--- src/rtl/multicycle_core_pkg.sv ---
// Shared definitions for the multicycle core: opcodes, FSM state encoding
// and the decode helper that tells which opcodes write the register file.
package multicycle_core_pkg;

  localparam logic [2:0] OP_ADD  = 3'b000;
  localparam logic [2:0] OP_SUB  = 3'b001;
  localparam logic [2:0] OP_AND  = 3'b010;
  localparam logic [2:0] OP_OR   = 3'b011;
  localparam logic [2:0] OP_LDI  = 3'b100;
  localparam logic [2:0] OP_JMP  = 3'b101;
  localparam logic [2:0] OP_JZ   = 3'b110;
  localparam logic [2:0] OP_HALT = 3'b111;

  typedef logic [2:0] state_t;

  localparam state_t ST_IDLE   = 3'd0;
  localparam state_t ST_FETCH  = 3'd1;
  localparam state_t ST_EXEC   = 3'd2;
  localparam state_t ST_WB     = 3'd3;
  localparam state_t ST_HALTED = 3'd4;

  function automatic logic writes_reg(input logic [2:0] op);
    return (op == OP_ADD) || (op == OP_SUB) || (op == OP_AND) ||
           (op == OP_OR)  || (op == OP_LDI);
  endfunction

endpackage

--- src/rtl/multicycle_core_if.sv ---
// Host-side bus of the multicycle core: program load, run handshake,
// debug register read, status and the writeback observation bus.
interface multicycle_core_if #(
  parameter int DATA_W = 8,
  parameter int REG_AW = 2,
  parameter int PC_W   = 4
);
  localparam int INSTR_W = 3 + 3 * REG_AW;

  logic               start;
  logic               imem_we;
  logic [PC_W-1:0]    imem_waddr;
  logic [INSTR_W-1:0] imem_wdata;
  logic [REG_AW-1:0]  dbg_raddr;
  logic [DATA_W-1:0]  dbg_rdata;
  logic               busy;
  logic               halted;
  logic [PC_W-1:0]    pc;
  logic               flag_z;
  logic               flag_c;
  logic               wb_valid;
  logic [REG_AW-1:0]  wb_addr;
  logic [DATA_W-1:0]  wb_data;

  modport master (
    output start, imem_we, imem_waddr, imem_wdata, dbg_raddr,
    input  dbg_rdata, busy, halted, pc, flag_z, flag_c,
           wb_valid, wb_addr, wb_data
  );

  modport slave (
    input  start, imem_we, imem_waddr, imem_wdata, dbg_raddr,
    output dbg_rdata, busy, halted, pc, flag_z, flag_c,
           wb_valid, wb_addr, wb_data
  );

endinterface

--- src/rtl/multicycle_core_regfile.sv ---
// Register file for the multicycle core: two operand read ports, one debug
// read port, one synchronous write port, cleared by the asynchronous reset.
module core_regfile
  import multicycle_core_pkg::*;
#(
  parameter int DATA_W = 8,
  parameter int REG_AW = 2
) (
  input  logic              clk,
  input  logic              rst,
  input  logic [REG_AW-1:0] raddr_a,
  input  logic [REG_AW-1:0] raddr_b,
  input  logic [REG_AW-1:0] dbg_raddr,
  output logic [DATA_W-1:0] rdata_a,
  output logic [DATA_W-1:0] rdata_b,
  output logic [DATA_W-1:0] dbg_rdata,
  input  logic              we,
  input  logic [REG_AW-1:0] waddr,
  input  logic [DATA_W-1:0] wdata
);
  localparam int NREG = 2 ** REG_AW;

  logic [DATA_W-1:0] regs [NREG];

  // NOTE: state is updated with <= so every flop samples pre-edge values;
  // this small array is flop-based and cleared on reset, whereas IMEM stays unreset.
  always_ff @(posedge clk or posedge rst) begin
    if (rst) begin
      for (int i = 0; i < NREG; i++) regs[i] <= '0;
    end else if (we) begin
      regs[waddr] <= wdata;
    end
  end

  assign rdata_a   = regs[raddr_a];
  assign rdata_b   = regs[raddr_b];
  assign dbg_rdata = regs[dbg_raddr];

endmodule

--- src/rtl/multicycle_core.sv ---
// Multicycle 8-bit processor: FETCH/EXEC/WB sequencing over a host-loadable
// instruction memory, with Z/C flags and a start/halted handshake.
module multicycle_core
  import multicycle_core_pkg::*;
#(
  parameter int DATA_W = 8,
  parameter int REG_AW = 2,
  parameter int PC_W   = 4
) (
  input  logic             clk,
  input  logic             rst,
  multicycle_core_if.slave bus
);
  localparam int INSTR_W = 3 + 3 * REG_AW;
  localparam int DEPTH   = 2 ** PC_W;

  logic [INSTR_W-1:0] imem [DEPTH];

  state_t             state;
  logic [PC_W-1:0]    pc;
  logic [PC_W-1:0]    next_pc;
  logic [PC_W-1:0]    target;
  logic [INSTR_W-1:0] ir;
  logic [2:0]         op;
  logic [REG_AW-1:0]  rs1;
  logic [REG_AW-1:0]  rs2;
  logic [REG_AW-1:0]  rd;
  logic [DATA_W-1:0]  rdata_a;
  logic [DATA_W-1:0]  rdata_b;
  logic [DATA_W-1:0]  alu_res;
  logic [DATA_W-1:0]  result;
  logic [DATA_W:0]    sum;
  logic               alu_c;
  logic               alu_z;
  logic               res_z;
  logic               res_c;
  logic               flag_z;
  logic               flag_c;
  logic               reg_we;
  logic               accepting;

  assign op     = ir[INSTR_W-1 -: 3];
  assign rs1    = ir[3*REG_AW-1 -: REG_AW];
  assign rs2    = ir[2*REG_AW-1 -: REG_AW];
  assign rd     = ir[REG_AW-1:0];
  assign target = ir[PC_W-1:0];

  // Host requests are only honoured while the core is parked.
  assign accepting = (state == ST_IDLE) || (state == ST_HALTED);
  assign reg_we    = (state == ST_WB) && writes_reg(op);

  always_ff @(posedge clk) begin
    if (bus.imem_we && accepting) imem[bus.imem_waddr] <= bus.imem_wdata;
  end

  core_regfile #(
    .DATA_W (DATA_W),
    .REG_AW (REG_AW)
  ) u_regfile (
    .clk       (clk),
    .rst       (rst),
    .raddr_a   (rs1),
    .raddr_b   (rs2),
    .dbg_raddr (bus.dbg_raddr),
    .rdata_a   (rdata_a),
    .rdata_b   (rdata_b),
    .dbg_rdata (bus.dbg_rdata),
    .we        (reg_we),
    .waddr     (rd),
    .wdata     (result)
  );

  always_comb begin
    // NOTE: defaults first so no path through the case leaves a latch behind.
    alu_res = '0;
    alu_c   = flag_c;
    sum     = '0;
    case (op)
      OP_ADD: begin
        sum     = {1'b0, rdata_a} + {1'b0, rdata_b};
        alu_res = sum[DATA_W-1:0];
        alu_c   = sum[DATA_W];
      end
      OP_SUB: begin
        alu_res = rdata_a - rdata_b;
        alu_c   = (rdata_a < rdata_b);
      end
      OP_AND: begin
        alu_res = rdata_a & rdata_b;
        alu_c   = 1'b0;
      end
      OP_OR: begin
        alu_res = rdata_a | rdata_b;
        alu_c   = 1'b0;
      end
      OP_LDI:  alu_res = DATA_W'({rs1, rs2});
      default: alu_res = '0;
    endcase
  end

  assign alu_z = (alu_res == '0);

  // JZ tests the committed Z flag; the branch itself never touches flags.
  always_comb begin
    next_pc = pc + PC_W'(1);
    if (op == OP_JMP || (op == OP_JZ && flag_z)) next_pc = target;
  end

  always_ff @(posedge clk or posedge rst) begin
    if (rst) begin
      state  <= ST_IDLE;
      pc     <= '0;
      ir     <= '0;
      result <= '0;
      res_z  <= 1'b0;
      res_c  <= 1'b0;
      flag_z <= 1'b0;
      flag_c <= 1'b0;
    end else begin
      case (state)
        ST_IDLE, ST_HALTED: begin
          if (bus.start) begin
            state <= ST_FETCH;
            pc    <= '0;
          end
        end
        ST_FETCH: begin
          ir    <= imem[pc];
          state <= ST_EXEC;
        end
        ST_EXEC: begin
          result <= alu_res;
          res_z  <= alu_z;
          res_c  <= alu_c;
          state  <= ST_WB;
        end
        ST_WB: begin
          if (writes_reg(op)) begin
            flag_z <= res_z;
            flag_c <= res_c;
          end
          if (op == OP_HALT) begin
            state <= ST_HALTED;
          end else begin
            state <= ST_FETCH;
            pc    <= next_pc;
          end
        end
        default: state <= ST_IDLE;
      endcase
    end
  end

  assign bus.busy     = (state == ST_FETCH) || (state == ST_EXEC) || (state == ST_WB);
  assign bus.halted   = (state == ST_HALTED);
  assign bus.pc       = pc;
  assign bus.flag_z   = flag_z;
  assign bus.flag_c   = flag_c;
  assign bus.wb_valid = reg_we;
  assign bus.wb_addr  = rd;
  assign bus.wb_data  = result;

endmodule
--- src/flat_wrapper.sv ---
// flat-port wrapper written by rule: the top's interface ports become plain ports
module multicycle_core_flat import multicycle_core_pkg::*;
#(
  parameter int DATA_W = 8,
  parameter int REG_AW = 2,
  parameter int PC_W   = 4
)
  (clk, rst, bus_start, bus_imem_we, bus_imem_waddr, bus_imem_wdata, bus_dbg_raddr, bus_dbg_rdata, bus_busy, bus_halted, bus_pc, bus_flag_z, bus_flag_c, bus_wb_valid, bus_wb_addr, bus_wb_data);
  multicycle_core_if #(.DATA_W(DATA_W), .REG_AW(REG_AW), .PC_W(PC_W)) bus_i ();
  input  logic clk;
  input  logic rst;
  input wire logic [$bits(bus_i.start)-1:0] bus_start;
  input wire logic [$bits(bus_i.imem_we)-1:0] bus_imem_we;
  input wire logic [$bits(bus_i.imem_waddr)-1:0] bus_imem_waddr;
  input wire logic [$bits(bus_i.imem_wdata)-1:0] bus_imem_wdata;
  input wire logic [$bits(bus_i.dbg_raddr)-1:0] bus_dbg_raddr;
  output wire logic [$bits(bus_i.dbg_rdata)-1:0] bus_dbg_rdata;
  output wire logic [$bits(bus_i.busy)-1:0] bus_busy;
  output wire logic [$bits(bus_i.halted)-1:0] bus_halted;
  output wire logic [$bits(bus_i.pc)-1:0] bus_pc;
  output wire logic [$bits(bus_i.flag_z)-1:0] bus_flag_z;
  output wire logic [$bits(bus_i.flag_c)-1:0] bus_flag_c;
  output wire logic [$bits(bus_i.wb_valid)-1:0] bus_wb_valid;
  output wire logic [$bits(bus_i.wb_addr)-1:0] bus_wb_addr;
  output wire logic [$bits(bus_i.wb_data)-1:0] bus_wb_data;
  assign bus_i.start = bus_start;
  assign bus_i.imem_we = bus_imem_we;
  assign bus_i.imem_waddr = bus_imem_waddr;
  assign bus_i.imem_wdata = bus_imem_wdata;
  assign bus_i.dbg_raddr = bus_dbg_raddr;
  assign bus_dbg_rdata = bus_i.dbg_rdata;
  assign bus_busy = bus_i.busy;
  assign bus_halted = bus_i.halted;
  assign bus_pc = bus_i.pc;
  assign bus_flag_z = bus_i.flag_z;
  assign bus_flag_c = bus_i.flag_c;
  assign bus_wb_valid = bus_i.wb_valid;
  assign bus_wb_addr = bus_i.wb_addr;
  assign bus_wb_data = bus_i.wb_data;
  multicycle_core #(.DATA_W(DATA_W), .REG_AW(REG_AW), .PC_W(PC_W)) u_core (.clk(clk), .rst(rst), .bus(bus_i));
endmodule
--- config.mk ---
export PLATFORM = sky130hd
export DESIGN_NAME = multicycle_core_flat
export DESIGN_NICKNAME = d
export VERILOG_FILES = /design/src/rtl/multicycle_core_pkg.sv /design/src/rtl/multicycle_core_if.sv /design/src/rtl/multicycle_core_regfile.sv /design/src/rtl/multicycle_core.sv /design/src/flat_wrapper.sv
export SDC_FILE = /design/constraint.sdc
export NUM_CORES = 1
export LEC_CHECK = 0
export CORE_AREA = 5 5 128 155
export DETAILED_ROUTE_END_ITERATION = 16
export DIE_AREA = 0 0 133 160
export DONT_BUFFER_PORTS = 1
export GPL_ROUTABILITY_DRIVEN = 1
export PLACE_DENSITY_LB_ADDON = 0.1
export SLEW_MARGIN = 15
export SYNTH_ARGS = -nofsm -noshare
export SYNTH_HDL_FRONTEND = slang
export SYNTH_SLANG_ARGS = --single-unit
--- constraint.sdc ---
create_clock -name clk -period 7.9 [get_ports clk]
set_input_delay 1.58 -clock clk [delete_from_list [all_inputs] [get_ports clk]]
set_output_delay 1.58 -clock clk [all_outputs]
set_load 0.01 [all_outputs]
* Word-level counts from Yosys, hierarchy flattened
Memories as Yosys holds them, arrays and structs flattened. A register that Yosys moved wholly into a read port is not among the register bits.
Index checks and enable logic that the tools add are counted.
** Operators by class
- Add/subtract/negate cells :: 3
- $mul :: 0
- Divide/modulo/power cells :: 0
- $lt $le $gt $ge :: 6
- Equal/unequal tests :: 13
- Shift operators :: 0
- Multiplexer cells :: 23
- Bitwise logic cells :: 6
- Reductions and logical operators :: 20
** Operators with widths (count)
- 2-to-1 mux 8 bit :: 7
- binary-select mux 8 bit (select 2 bit) :: 3
- one-hot mux 8 bit (5 select lines) :: 1
- bitwise mux 32 bit :: 1
- demux 8 bit (select 2 bit) :: 1
- equality test 3 bit (second input constant) :: 5
- equality test 3 x 2 -> 1 bit (second input constant) :: 4
- >= comparator 3 bit (second input constant) :: 4
- 2-to-1 mux 4 bit :: 3
- inverter 2 -> 3 bit :: 4
- one-hot mux 3 bit (4 select lines) :: 1
- adder 8 x 8 -> 9 bit :: 1
- AND 8 bit :: 1
- zero test 8 bit :: 1
- logical OR 1 bit :: 8
- < comparator 8 bit :: 1
- bitwise OR 8 bit :: 1
- one-hot mux 4 bit (2 select lines) :: 1
- subtractor 8 bit :: 1
- equality test 3 x 1 -> 1 bit (second input constant) :: 2
- zero test 3 bit :: 2
- 2-to-1 mux 3 bit :: 2
- adder 4 x 1 -> 4 bit (second input constant) :: 1
- logical AND 1 bit :: 4
- 8 further kinds :: 11
** Storage, ports and cells
- Register bits after elaboration :: 51
- Bits in latches :: 0
- RAM bits :: 144
- ROM bits :: 0
- Input port bits :: 19
- Output and inout bits :: 27
- Word-level logic and storage cells :: 83
- Memories kept :: 1
** Memories
- u_core.imem :: words 16, width 9, rd ports 1, clocked after memory_dff 1, write ports 1, line multicycle_core.sv:17 : logic [INSTR_W-1:0] imem [DEPTH];

* Longest topological paths before layout
Gate-level depths: netlist (run 1).
- Depth in word-level cells :: 7
- Mapped depth :: 11
- Gate-level depth less buffers :: 10

* Cells and area by module
A second synthesis (run 1) with hierarchy kept.
** Unflattened totals
- Cells, all modules :: 617
- Area total of the unflattened synthesis :: 9716.8 um^2
** By module, submodules not included
- multicycle_core :: instances 1, cells an instance 518, area each 7930.1 um^2, seq. area each 5024.8 um^2
- core_regfile :: instances 1, cells an instance 99, area each 1786.7 um^2, seq. area each 800.8 um^2

* Worst setup path after synthesis (run 1)
Ideal clock, no wire load.
- Kind :: input-to-output
- Start point :: in bus_dbg_raddr[0]
- End point :: out bus_dbg_rdata[0]
- Data arrival time :: 2.595 ns
- Data required time :: 6.320 ns
- Slack :: 3.725 ns
- Cell stages on the path :: 2
- Path buffers :: 1
- Cells stage by stage :: clkbuf_1 mux4_2
** On the way
- Cells in the longest elaborated chain, start to end :: 4
** Ends and longest elaborated chain
- from (decl) :: line flat_wrapper.sv:16 : input wire logic [$bits(bus_i.dbg_raddr)-1:0] bus_dbg_raddr;
- inverter 2 -> 3 bit (implied by the code) :: line multicycle_core_regfile.sv:37 : assign dbg_rdata = regs[dbg_raddr];
- binary-select mux 8 bit (select 2 bit) :: line multicycle_core_regfile.sv:37
- 2-to-1 mux 8 bit (implied by the code) (2 in series) :: line multicycle_core_regfile.sv:37
- to (decl) :: line flat_wrapper.sv:17 : output wire logic [$bits(bus_i.dbg_rdata)-1:0] bus_dbg_rdata;
No other way between the ends. The select of a mux whose other input is x is not followed.

* Final worst setup path (run 1)
- Start point :: reg u_core.ir[6] (read register of u_core.imem)
- End point :: out bus_wb_valid
** On the way
- Cells in the longest elaborated chain, start to end :: 6
- Elaborated cells between the ends (all ways) :: 10
- Classes of those cells :: eq/ne (4); reduce/logical (6)
** Ends and longest elaborated chain
- from (decl) :: line multicycle_core.sv:23 : logic [INSTR_W-1:0] ir;
- equality test 3 x 1 -> 1 bit / zero test 3 bit (equally long branches) :: line multicycle_core_pkg.sv:23 : return (op == OP_ADD) || (op == OP_SUB) || (op == OP_AND) ||
- logical OR 1 bit (3 in series) :: line multicycle_core_pkg.sv:23
- logical OR 1 bit (*) :: line multicycle_core_pkg.sv:24 : (op == OP_OR) || (op == OP_LDI);
- logical AND 1 bit (*) :: line multicycle_core.sv:50 : assign reg_we = (state == ST_WB) && writes_reg(op);
- to (decl) :: line flat_wrapper.sv:23 : output wire logic [$bits(bus_i.wb_valid)-1:0] bus_wb_valid;
Every way passes the cells marked *; elsewhere a longest branch is shown, timed or not.

==> results of run 1 <==
[sequential cells by signal (all words and copies together), names as in the netlist]
signal and cells:
u_core.bus.wb_data 8, u_core.bus.pc 4, u_core.imem 144, u_core.bus.flag_c 1, u_core.res_c 1, u_core.res_z 1, u_core.bus.flag_z 1, u_core.state 3
u_core.ir 9, u_core.u_regfile.regs 32
[cells by family (layout without fill, tap and decap cells)]
family / Yosys count / count (layout) / synth area share (%)
AO/OA/AOI/OAI: 85 / 85 / 5.95
XOR/XNOR: 2 / 2 / 0.179
flip-flops: 204 / 204 / 59.5
AND/OR/NAND/NOR: 118 / 118 / 6.34
buffers and inverters: 62 / 75 / 2.80
adder cells (fa/ha/maj): 27 / 27 / 3.60
multiplexers: 120 / 120 / 21.7
[path summary, 6_finish.rpt]
kind / startpoint / end / slack, ps / depth (start not counted)
worst max-delay path: u_core.ir[6] / bus_wb_valid / 4220 / 2
worst min-delay path: u_core.res_c / u_core.bus.flag_c / 500 / 1
worst max register to register: u_core.ir[2] / u_core.res_z / 4390 / 9
worst min register to register: u_core.res_c / u_core.bus.flag_c / 500 / 1
max in group asynchronous: rst / u_core.bus.pc[1] / 6170 / 2
min in group asynchronous: rst / u_core.u_regfile.regs[0] / 1190 / 2
[metrics by stage]
stage               util, %  power (uW)  hold slack (ps)
floorplan                 -        3230              451
global placement       55.3        3770              484
detailed placement     55.3        3810              492
CTS                    59.4        4860              510
global route           59.4        5140              521
finish                 59.4        4840              501
[worst register-to-register path: stages, from the launching register on]
cell and delay [ps]:
dfrtp_1 780, mux4_2 630, ha_1 230, fa_1 410, o21ba_2 250, o21a_1 200, a221o_1 340, a21oi_1 200
nand4_1 150, o41ai_2 210
[power by group]
group / total (uW) / leakage, uW / switching [uW] / internal (uW)
Sequential: 1620 / 0.00203 / 311 / 1310
Clock: 1050 / 0.000353 / 406 / 642
Combinational: 2180 / 0.00140 / 1160 / 1020
Total: 4840 / 0.00379 / 1870 / 2970
[cells in the mapped netlist (11+ instances only)]
library cell  count  area (um2)
nand2_1          20        75.1
dfrtp_1          60        1500
ha_1             25         313
nor2_1           38         143
inv_1            25        93.8
nor3_1           11        55.1
o21ai_0          18        90.1
mux2_2           45         507
clkbuf_1         18        67.6
mux4_2           69        1550
a21oi_1          16        80.1
edfxtp_1        144        4320
[routing by layer]
layer	track usage (%)	vias to the layer above	wire [um]
li1	-	2425	-
met1	24.0	2823	8220
met2	38.7	122	12000
met3	3.56	29	937
met4	5.39	0	430
met5	0	-	0
[area by class of cell]
class                   count  area share, %
inverters                  25          0.876
repair buffers             10          0.701
flip-flops and latches    204           54.4
clock inverters             9           1.16
well taps                 224           2.62
multi-input cells         352           34.5
clock buffers              31           5.75
[placed cells by master, fill, tap and decap left out, drive strengths merged, types with 3 or more instances in the layout]
| master | Yosys | layout |
|---|---|---|
| mux2 | 45 | 45 |
| a21oi | 16 | 16 |
| ha | 25 | 25 |
| inv | 25 | 26 |
| nand2 | 20 | 20 |
| bufinv | 0 | 3 |
| or3 | 3 | 3 |
| mux2i | 6 | 6 |
| mux4 | 69 | 69 |
| o21a | 5 | 5 |
| nor3 | 11 | 11 |
| nand3b | 6 | 6 |
| edfxtp | 144 | 144 |
| a211oi | 4 | 4 |
| dfrtp | 60 | 60 |
| buf | 19 | 10 |
| clkbuf | 18 | 31 |
| nor2b | 9 | 9 |
| nand4 | 3 | 3 |
| o31ai | 3 | 3 |
| nor3b | 4 | 4 |
| o21ai | 23 | 23 |
| nor2 | 39 | 39 |
| o211ai | 6 | 6 |
| nand2b | 6 | 6 |
| nand3 | 9 | 9 |
| clkinv | 0 | 3 |
| a221o | 4 | 4 |
==> impl_metrics.tcl, run 1 <==
set metrics [dict create \
    ant_nets 0 \
    cts_resized 0 \
    crit_chain "o21a_1, nor2_2" \
    vias_per_cell 6.31 \
    numPortBuffers 0 \
    synthesis.area_mm2 0.00979 \
    ys_warn_count 0 \
    worstMarginPinSlew_ps 1070 \
    fin_ws_ps 4220 \
    cts.sinks 204 \
    synth_flop_cell "edfxtp_1" \
    critPathBufInv 0 \
    p_leak_uw 0.00379 \
    ys_seq_elements 204 \
    cp_slowest_stage_delay_ps 710 \
    rows 54 \
    fp.dieW_um 133 \
    setup_violations 0 \
    cp.arrival_ps 2100 \
    rsz0062_at_grt "false" \
    cts_tree "built" \
    multi_input_area_mm2 0.00369 \
    fmax_ghz 0.272 \
    cts_max_level 1 \
    synth_cell_types 61 \
    grt_max_degree 61 \
    grt_pass1_wl_mm 33.7 \
    outcome "completed" \
    die_y_um 160 \
    dieArea_mm2 0.0213 \
    antenna_found_initial 0 \
    initial_core_util_pct 54.3 \
    critPathLaunchType "register" \
    cp_slowest_cell "dfrtp_1" \
    via_count 5399 \
    syn_inst 618 \
    relSlewSlack_pct 28.5 \
    drt_iter0_drc 340 \
    crit_fanout 28 \
    coreArea_mm2 0.0180 \
    fin_tns_setup_ps 0 \
    placed_cells 815 \
    maxCapViolCount 0 \
    dp_slack_ps 4220 \
    gr-total-overflow 0 \
    drive_gt1_share_pct 26.6 \
    final_nets 661 \
    syn_to_final_growth_pct 9.36 \
    gp_congestion 0.832 \
    fill_cells 1352 \
    powerDensity_mw_per_mm2 452 \
    diodes 0 \
    finalMaxSlewViolations 0 \
    final_area_mm2 0.0107 \
    clockBufferDepth 3 \
    ios 46 \
    synth_edf_count 144 \
    clock_skew_ps 14.1 \
    critPathTopFamily "flip-flops" \
    hold_buffers 0 \
    hold_path.class "register to register" \
    post_cts_buffers 0 \
    insertion_delay_ps 500 \
    hpwl_mm 15.1 \
    seqCellArea_mm2 0.00583 \
    syn_area_per_cell_um2 15.8 \
    cts-root-buf "clkbuf_16" \
    ys_seq_area_share_pct 59.5 \
    async_flop_share_pct 29.4 \
    final-instance-count-excl-fill 855 \
    peakVddDrop_v 0.000200 \
    wl_mm 21.6 \
    wl_per_cell_um 25.2 \
    cts_buffers 22 \
    hold_viol_final 0 \
    grt_usage_pct 20.5 \
    syn_nets 664 \
    drc 0 \
    crit_type "register to output port" \
    min_period_over_period_pct 46.6 \
    firstDrtPassIters 4 \
    placed_area_mm2 0.00997 \
    grt_pass1_vias 5670 \
    path_clk_slew_ps 60 \
    min_period_ps 3680 \
    end_kind "output port" \
    required_ps 6320 \
]
Power figures use the tool's default switching activity.
==> inputs of run 2 (changes only) <==
==> constraint.sdc (replaced) <==
create_clock -name clk -period 3.3 [get_ports clk]
set_input_delay 0.66 -clock clk [delete_from_list [all_inputs] [get_ports clk]]
set_output_delay 0.66 -clock clk [all_outputs]
set_load 0.01 [all_outputs]
==> run 2 against run 1 <==
  * Sequential power up 140%
  * Critical path depth up 7
  * Register-to-register slack worse by 4200 ps
  * Non-clock buffer count up 24
  * Critical path type is now register to register
  * Largest power group unchanged
==> impl_metrics.tcl, run 2 (same netlist as run 1, synthesis figures left out) <==
set metrics [dict create \
    regMostFlops "u_core.imem" \
    fill_cells 1392 \
    hold_path.class "input port to register" \
    seqCellArea_mm2 0.00583 \
    grt_max_degree 61 \
    numPortBuffers 0 \
    gr-total-overflow 0 \
    worstMarginPinSlew_ps 980 \
    syn_to_final_growth_pct 10.8 \
    critPathLaunchType "register" \
    clockBufferDepth 3 \
    min_to "u_core.state[2]" \
    finalMaxSlewViolations 0 \
    largest_reg_flops 144 \
    path_clk_slew_ps 70 \
    grt_usage_pct 21.9 \
    largestRegisters "u_core.imem: 144 flops, u_core.u_regfile.regs: 32 flops, u_core.ir: 9 flops" \
    firstDrtPassIters 5 \
    ant_nets 0 \
    cts_buffers 21 \
    powerDensity_mw_per_mm2 1070 \
    final_nets 684 \
    relSlewSlack_pct 34.4 \
    die_y_um 160 \
    via_count 5599 \
    required_ps 3690 \
    drive_gt1_share_pct 29.9 \
    cts.sinks 204 \
    min_period_ps 3120 \
    multi_input_area_mm2 0.00370 \
    dieArea_mm2 0.0213 \
    vias_per_cell 6.39 \
    fp.dieW_um 133 \
    hold_buffers 0 \
    min_period_over_period_pct 94.5 \
    fin_tns_setup_ps 0 \
    insertion_delay_ps 500 \
    p_leak_uw 0.00389 \
    grt_pass1_vias 5884 \
    cp.arrival_ps 3510 \
    layout_common_cells "144 x edfxtp_1, 69 x mux4_2, 57 x dfrtp_1" \
    r2r-start "u_core.ir[3]" \
    wl_per_cell_um 26.1 \
    end_kind "register" \
    drt_iter0_drc 521 \
    r2r-end "u_core.res_z" \
    coreArea_mm2 0.0180 \
    initial_core_util_pct 54.3 \
    hpwl_mm 16.2 \
    final_common_cell "edfxtp_1" \
    antenna_found_initial 0 \
    gp_congestion 0.952 \
    clock_skew_ps 14.2 \
    cts-root-buf "clkbuf_16" \
    reg2reg_depth 9 \
    cts_max_level 1 \
    reg2reg_slack_ps 180 \
    fmax_ghz 0.321 \
    drc 0 \
    diodes 0 \
    cts_tree "built" \
    wl_mm 22.8 \
    outcome "completed" \
    grt_pass1_wl_mm 35.7 \
    ios 46 \
    hold_viol_final 0 \
    crit_type "register to register" \
    rows 54 \
    setup_violations 0 \
    rsz0062_at_grt "false" \
    fin_util_pct 60.2 \
    crit_fanout 9 \
    worstHoldPathCells 1 \
    peakVddDrop_v 0.000549 \
    min-delay-start "bus_start" \
    maxCapViolCount 0 \
]
run 2: timing repair:
item / CTS / global route
buffers inserted: 0 / 0
endpoints found under the setup margin: 0 / 2
gates resized for setup: 0 / 2
run 2: worst max path at each step:
stage                                  to  depth (start not counted)  slack [ps]          from
floorplan                    u_core.res_z                         10          30  u_core.ir[2]
global placement    u_core.bus.wb_data[7]                         10         170  u_core.ir[2]
detailed placement  u_core.bus.wb_data[7]                          8         160  u_core.ir[4]
CTS                          u_core.res_z                         10         150  u_core.ir[4]
global route                 u_core.res_z                         10          30  u_core.ir[4]
finish                       u_core.res_z                          9         180  u_core.ir[3]
run 2: worst max-delay path: stages (launching register included):
cell and delay [ps]:
dfrtp_1 590, mux4_2 410, ha_1 240, fa_1 400, o21ba_2 240, o21a_1 210, a221o_1 360, a21oi_1 210
nand4_1 150, o41ai_2 220
run 2: area by class of cell:
| type | instances | area share [%] |
|---|---|---|
| Clock buffer | 29 | 5.39 |
| Sequential cell | 204 | 53.7 |
| Inverter | 25 | 0.864 |
| Tap cell | 224 | 2.58 |
| Clock inverter | 8 | 0.692 |
| Multi-Input combinational cell | 352 | 34.1 |
| Timing Repair Buffer | 34 | 2.70 |
run 2: through the flow:
stage | instance area [um2] | power [uW] | setup WS, ps | hold WS [ps] | cells
final | 10900 | 11600 | 181 | 257 | 876
after detailed placement | 10200 | 9330 | 164 | 476 | 839
after global placement | 10200 | 9290 | 174 | 477 | 839
after global routing | 10900 | 12300 | 26.0 | 232 | 876
after CTS | 10900 | 11600 | 150 | 234 | 876
after floorplan | 9790 | 7740 | 30.3 | 451 | 618
run 2: power breakdown:
| part | switching (uW) | leakage (uW) | internal [uW] |
|---|---|---|---|
| registers | 719 | 0.00203 | 3130 |
| clock network | 932 | 0.000325 | 1320 |
| logic | 2870 | 0.00154 | 2600 |
| total | 4520 | 0.00389 | 7050 |
run 2: metal layers:
layer  routed length (um)  part of all wire (%)  GRT usage (%)  up-vias
met5                    0                     0              0        -
met4                  836                   3.7           7.37        0
met3                 1150                   5.0           4.06       51
met2                12300                    54           39.9      180
met1                 8550                    37           26.0     2900
li1                     -                     -              -     2468
==> inputs of run 3 (changes only) <==
--- a/config.mk
+++ b/config.mk
@@ -5,9 +5,9 @@
 export SDC_FILE = /design/constraint.sdc
 export NUM_CORES = 1
 export LEC_CHECK = 0
-export CORE_AREA = 5 5 128 155
+export CORE_AREA = 5 5 171 206
 export DETAILED_ROUTE_END_ITERATION = 16
-export DIE_AREA = 0 0 133 160
+export DIE_AREA = 0 0 176 211
 export DONT_BUFFER_PORTS = 1
 export GPL_ROUTABILITY_DRIVEN = 1
 export PLACE_DENSITY_LB_ADDON = 0.1
==> run 3 against run 2 <==
  * Register-to-register slack got worse by 40 ps
  * Clock power increased by 4%
  * Hold slack got worse by 150 ps
  * Largest power group unchanged
  * Non-clock buffer count increased by 5
  * Cell count increased by 22%
  * Worst setup slack got worse by 36 ps
  * Global-route usage decreased by 8.1 points
  * First-iteration DRC count decreased by 50%
  * Sequential power increased by 2%
==> impl_metrics.tcl, run 3 (same netlist as run 1, synthesis figures left out) <==
set metrics [dict create \
    outcome "completed" \
    fin_ws_ps 145 \
    syn_to_final_growth_pct 13.7 \
    swShare_pct 39.5 \
    largestRegisters "u_core.imem: 144 flops, u_core.u_regfile.regs: 32 flops, u_core.ir: 9 flops" \
    required_ps 3700 \
    via_count 5557 \
    ios 46 \
    power_switching_uw 4680 \
    insertion_delay_ps 510 \
    drt_iter0_drc 259 \
    intPower_uw 7170 \
    firstDrtPassIters 5 \
    die_y_um 211 \
    path_clk_slew_ps 60 \
    grt_max_degree 34 \
    crit_fanout 8 \
    final_common_cell "edfxtp_1" \
    worstMarginPinSlew_ps 858 \
    drive_gt1_share_pct 30.0 \
    layout_common_cells "144 x edfxtp_1, 69 x mux4_2, 56 x dfrtp_1" \
    diodes 0 \
    end_kind "register" \
    powerDensity_mw_per_mm2 1060 \
    crit_chain "mux4_2, ha_1, fa_1, mux2i_1, xnor2_1, a211oi_1, and2_1, nand4_1, o41ai_2" \
    dieArea_mm2 0.0371 \
    hpwl_mm 18.2 \
    regMostFlops "u_core.imem" \
    cts_tree "built" \
    fmax_ghz 0.317 \
    peakVddDrop_v 0.000379 \
    pwr-share-comb_pct 46.9 \
    cts-root-buf "clkbuf_16" \
    reg2reg_slack_ps 150 \
    seqCellArea_mm2 0.00583 \
    min_period_ps 3150 \
    rsz0062_at_grt "false" \
    critPathTopFamily "multiplexers" \
    relSlewSlack_pct 42.8 \
    maxCapViolCount 0 \
    fp.dieW_um 176 \
    numPortBuffers 0 \
    placed_cells 1032 \
    clockBufferDepth 3 \
    seqPwrFrac_pct 33.2 \
    antenna_found_initial 0 \
    reg2reg_depth 9 \
    wl_mm 25.4 \
    final_nets 691 \
    critPathBufInv 0 \
    vias_per_cell 5.18 \
    grt_pass1_wl_mm 38.9 \
    grt_usage_pct 13.8 \
    rows 73 \
    fill_cells 3202 \
    finalMaxSlewViolations 0 \
    min_period_over_period_pct 95.6 \
    clock_skew_ps 14.7 \
    final_area_mm2 0.0111 \
    initial_core_util_pct 29.8 \
    r2r-start "u_core.ir[4]" \
    ant_nets 0 \
    cp_slowest_cell "mux4_2" \
    fin_util_pct 33.9 \
    largest_reg_flops 144 \
    final-instance-count-excl-fill 1073 \
    dp_slack_ps -22.2 \
    setup_violations 0 \
    wl_per_cell_um 23.7 \
    p_leak_uw 0.00392 \
    multi_input_area_mm2 0.00370 \
    post_cts_buffers 0 \
    critPathLaunchType "register" \
    crit_type "register to register" \
    hold_buffers 0 \
    startpoint "u_core.ir[4]" \
    hold_viol_final 0 \
    cp_slowest_stage_delay_ps 560 \
    gr-total-overflow 0 \
    clkPwrFrac_pct 19.9 \
    cts.sinks 204 \
    coreArea_mm2 0.0329 \
    drc 0 \
    path_depth 9 \
    hold_path.class "input port to asynchronous set/reset pin" \
    cts_buffers 23 \
    grt_pass1_vias 6006 \
    placed_area_mm2 0.0104 \
    gp_congestion 0.888 \
    cp.arrival_ps 3560 \
    cts_max_level 1 \
]
run 3: timing repair:
action	CTS	global route
resized for setup	2	3
gates cloned	0	0
setup endpoints to repair	2	2
run 3: final timing paths:
path / to
max: u_core.res_z
max in group asynchronous: u_core.u_regfile.regs[7]
min reg2reg: u_core.res_z
min: u_core.ir[0]
min in group clk: u_core.imem[14][5]
max reg2reg: u_core.res_z
run 3: area by class of cell:
class | instances | area share (%)
clock buffers | 30 | 5.41
clock inverters | 11 | 0.730
inverters | 25 | 0.843
multi-input cells | 352 | 33.3
flip-flops and latches | 204 | 52.4
well taps | 412 | 4.63
repair buffers | 39 | 2.78
run 3: worst register-to-register path: cells and delay by family, from the launching register on:
kind	cells	cell delay, ps
multiplexers	2	740
AO/OA/AOI/OAI	2	640
adder cells (fa/ha/maj)	2	700
AND/OR/NAND/NOR	2	380
flip-flops	1	500
XOR/XNOR	1	90
run 3: layer usage:
| layer | GRT usage (%) | vias up | wire length (um) |
|---|---|---|---|
| met3 | 2.79 | 43 | 1200 |
| met2 | 26.0 | 121 | 14100 |
| met5 | 0 | - | 0 |
| met4 | 4.30 | 0 | 739 |
| li1 | - | 2490 | - |
| met1 | 15.5 | 2903 | 9420 |
run 3: through the flow:
step	hold WS [ps]	total power (uW)	TNS [ps]
after floorplan	451	7740	0
after global placement	494	9510	-14.9
after detailed placement	489	9570	-22.2
after CTS	115	12000	0
after global routing	152	12600	0
final	108	11800	0
run 3: power by group through the flow:
stage               combinational, uW  clock [uW]  sequential [uW]
floorplan                        4310           0             3430
global placement                 5500           0             4010
finish                           5560        2350             3930
global route                     6040        2560             4040
CTS                              5580        2450             3970
detailed placement               5550           0             4020
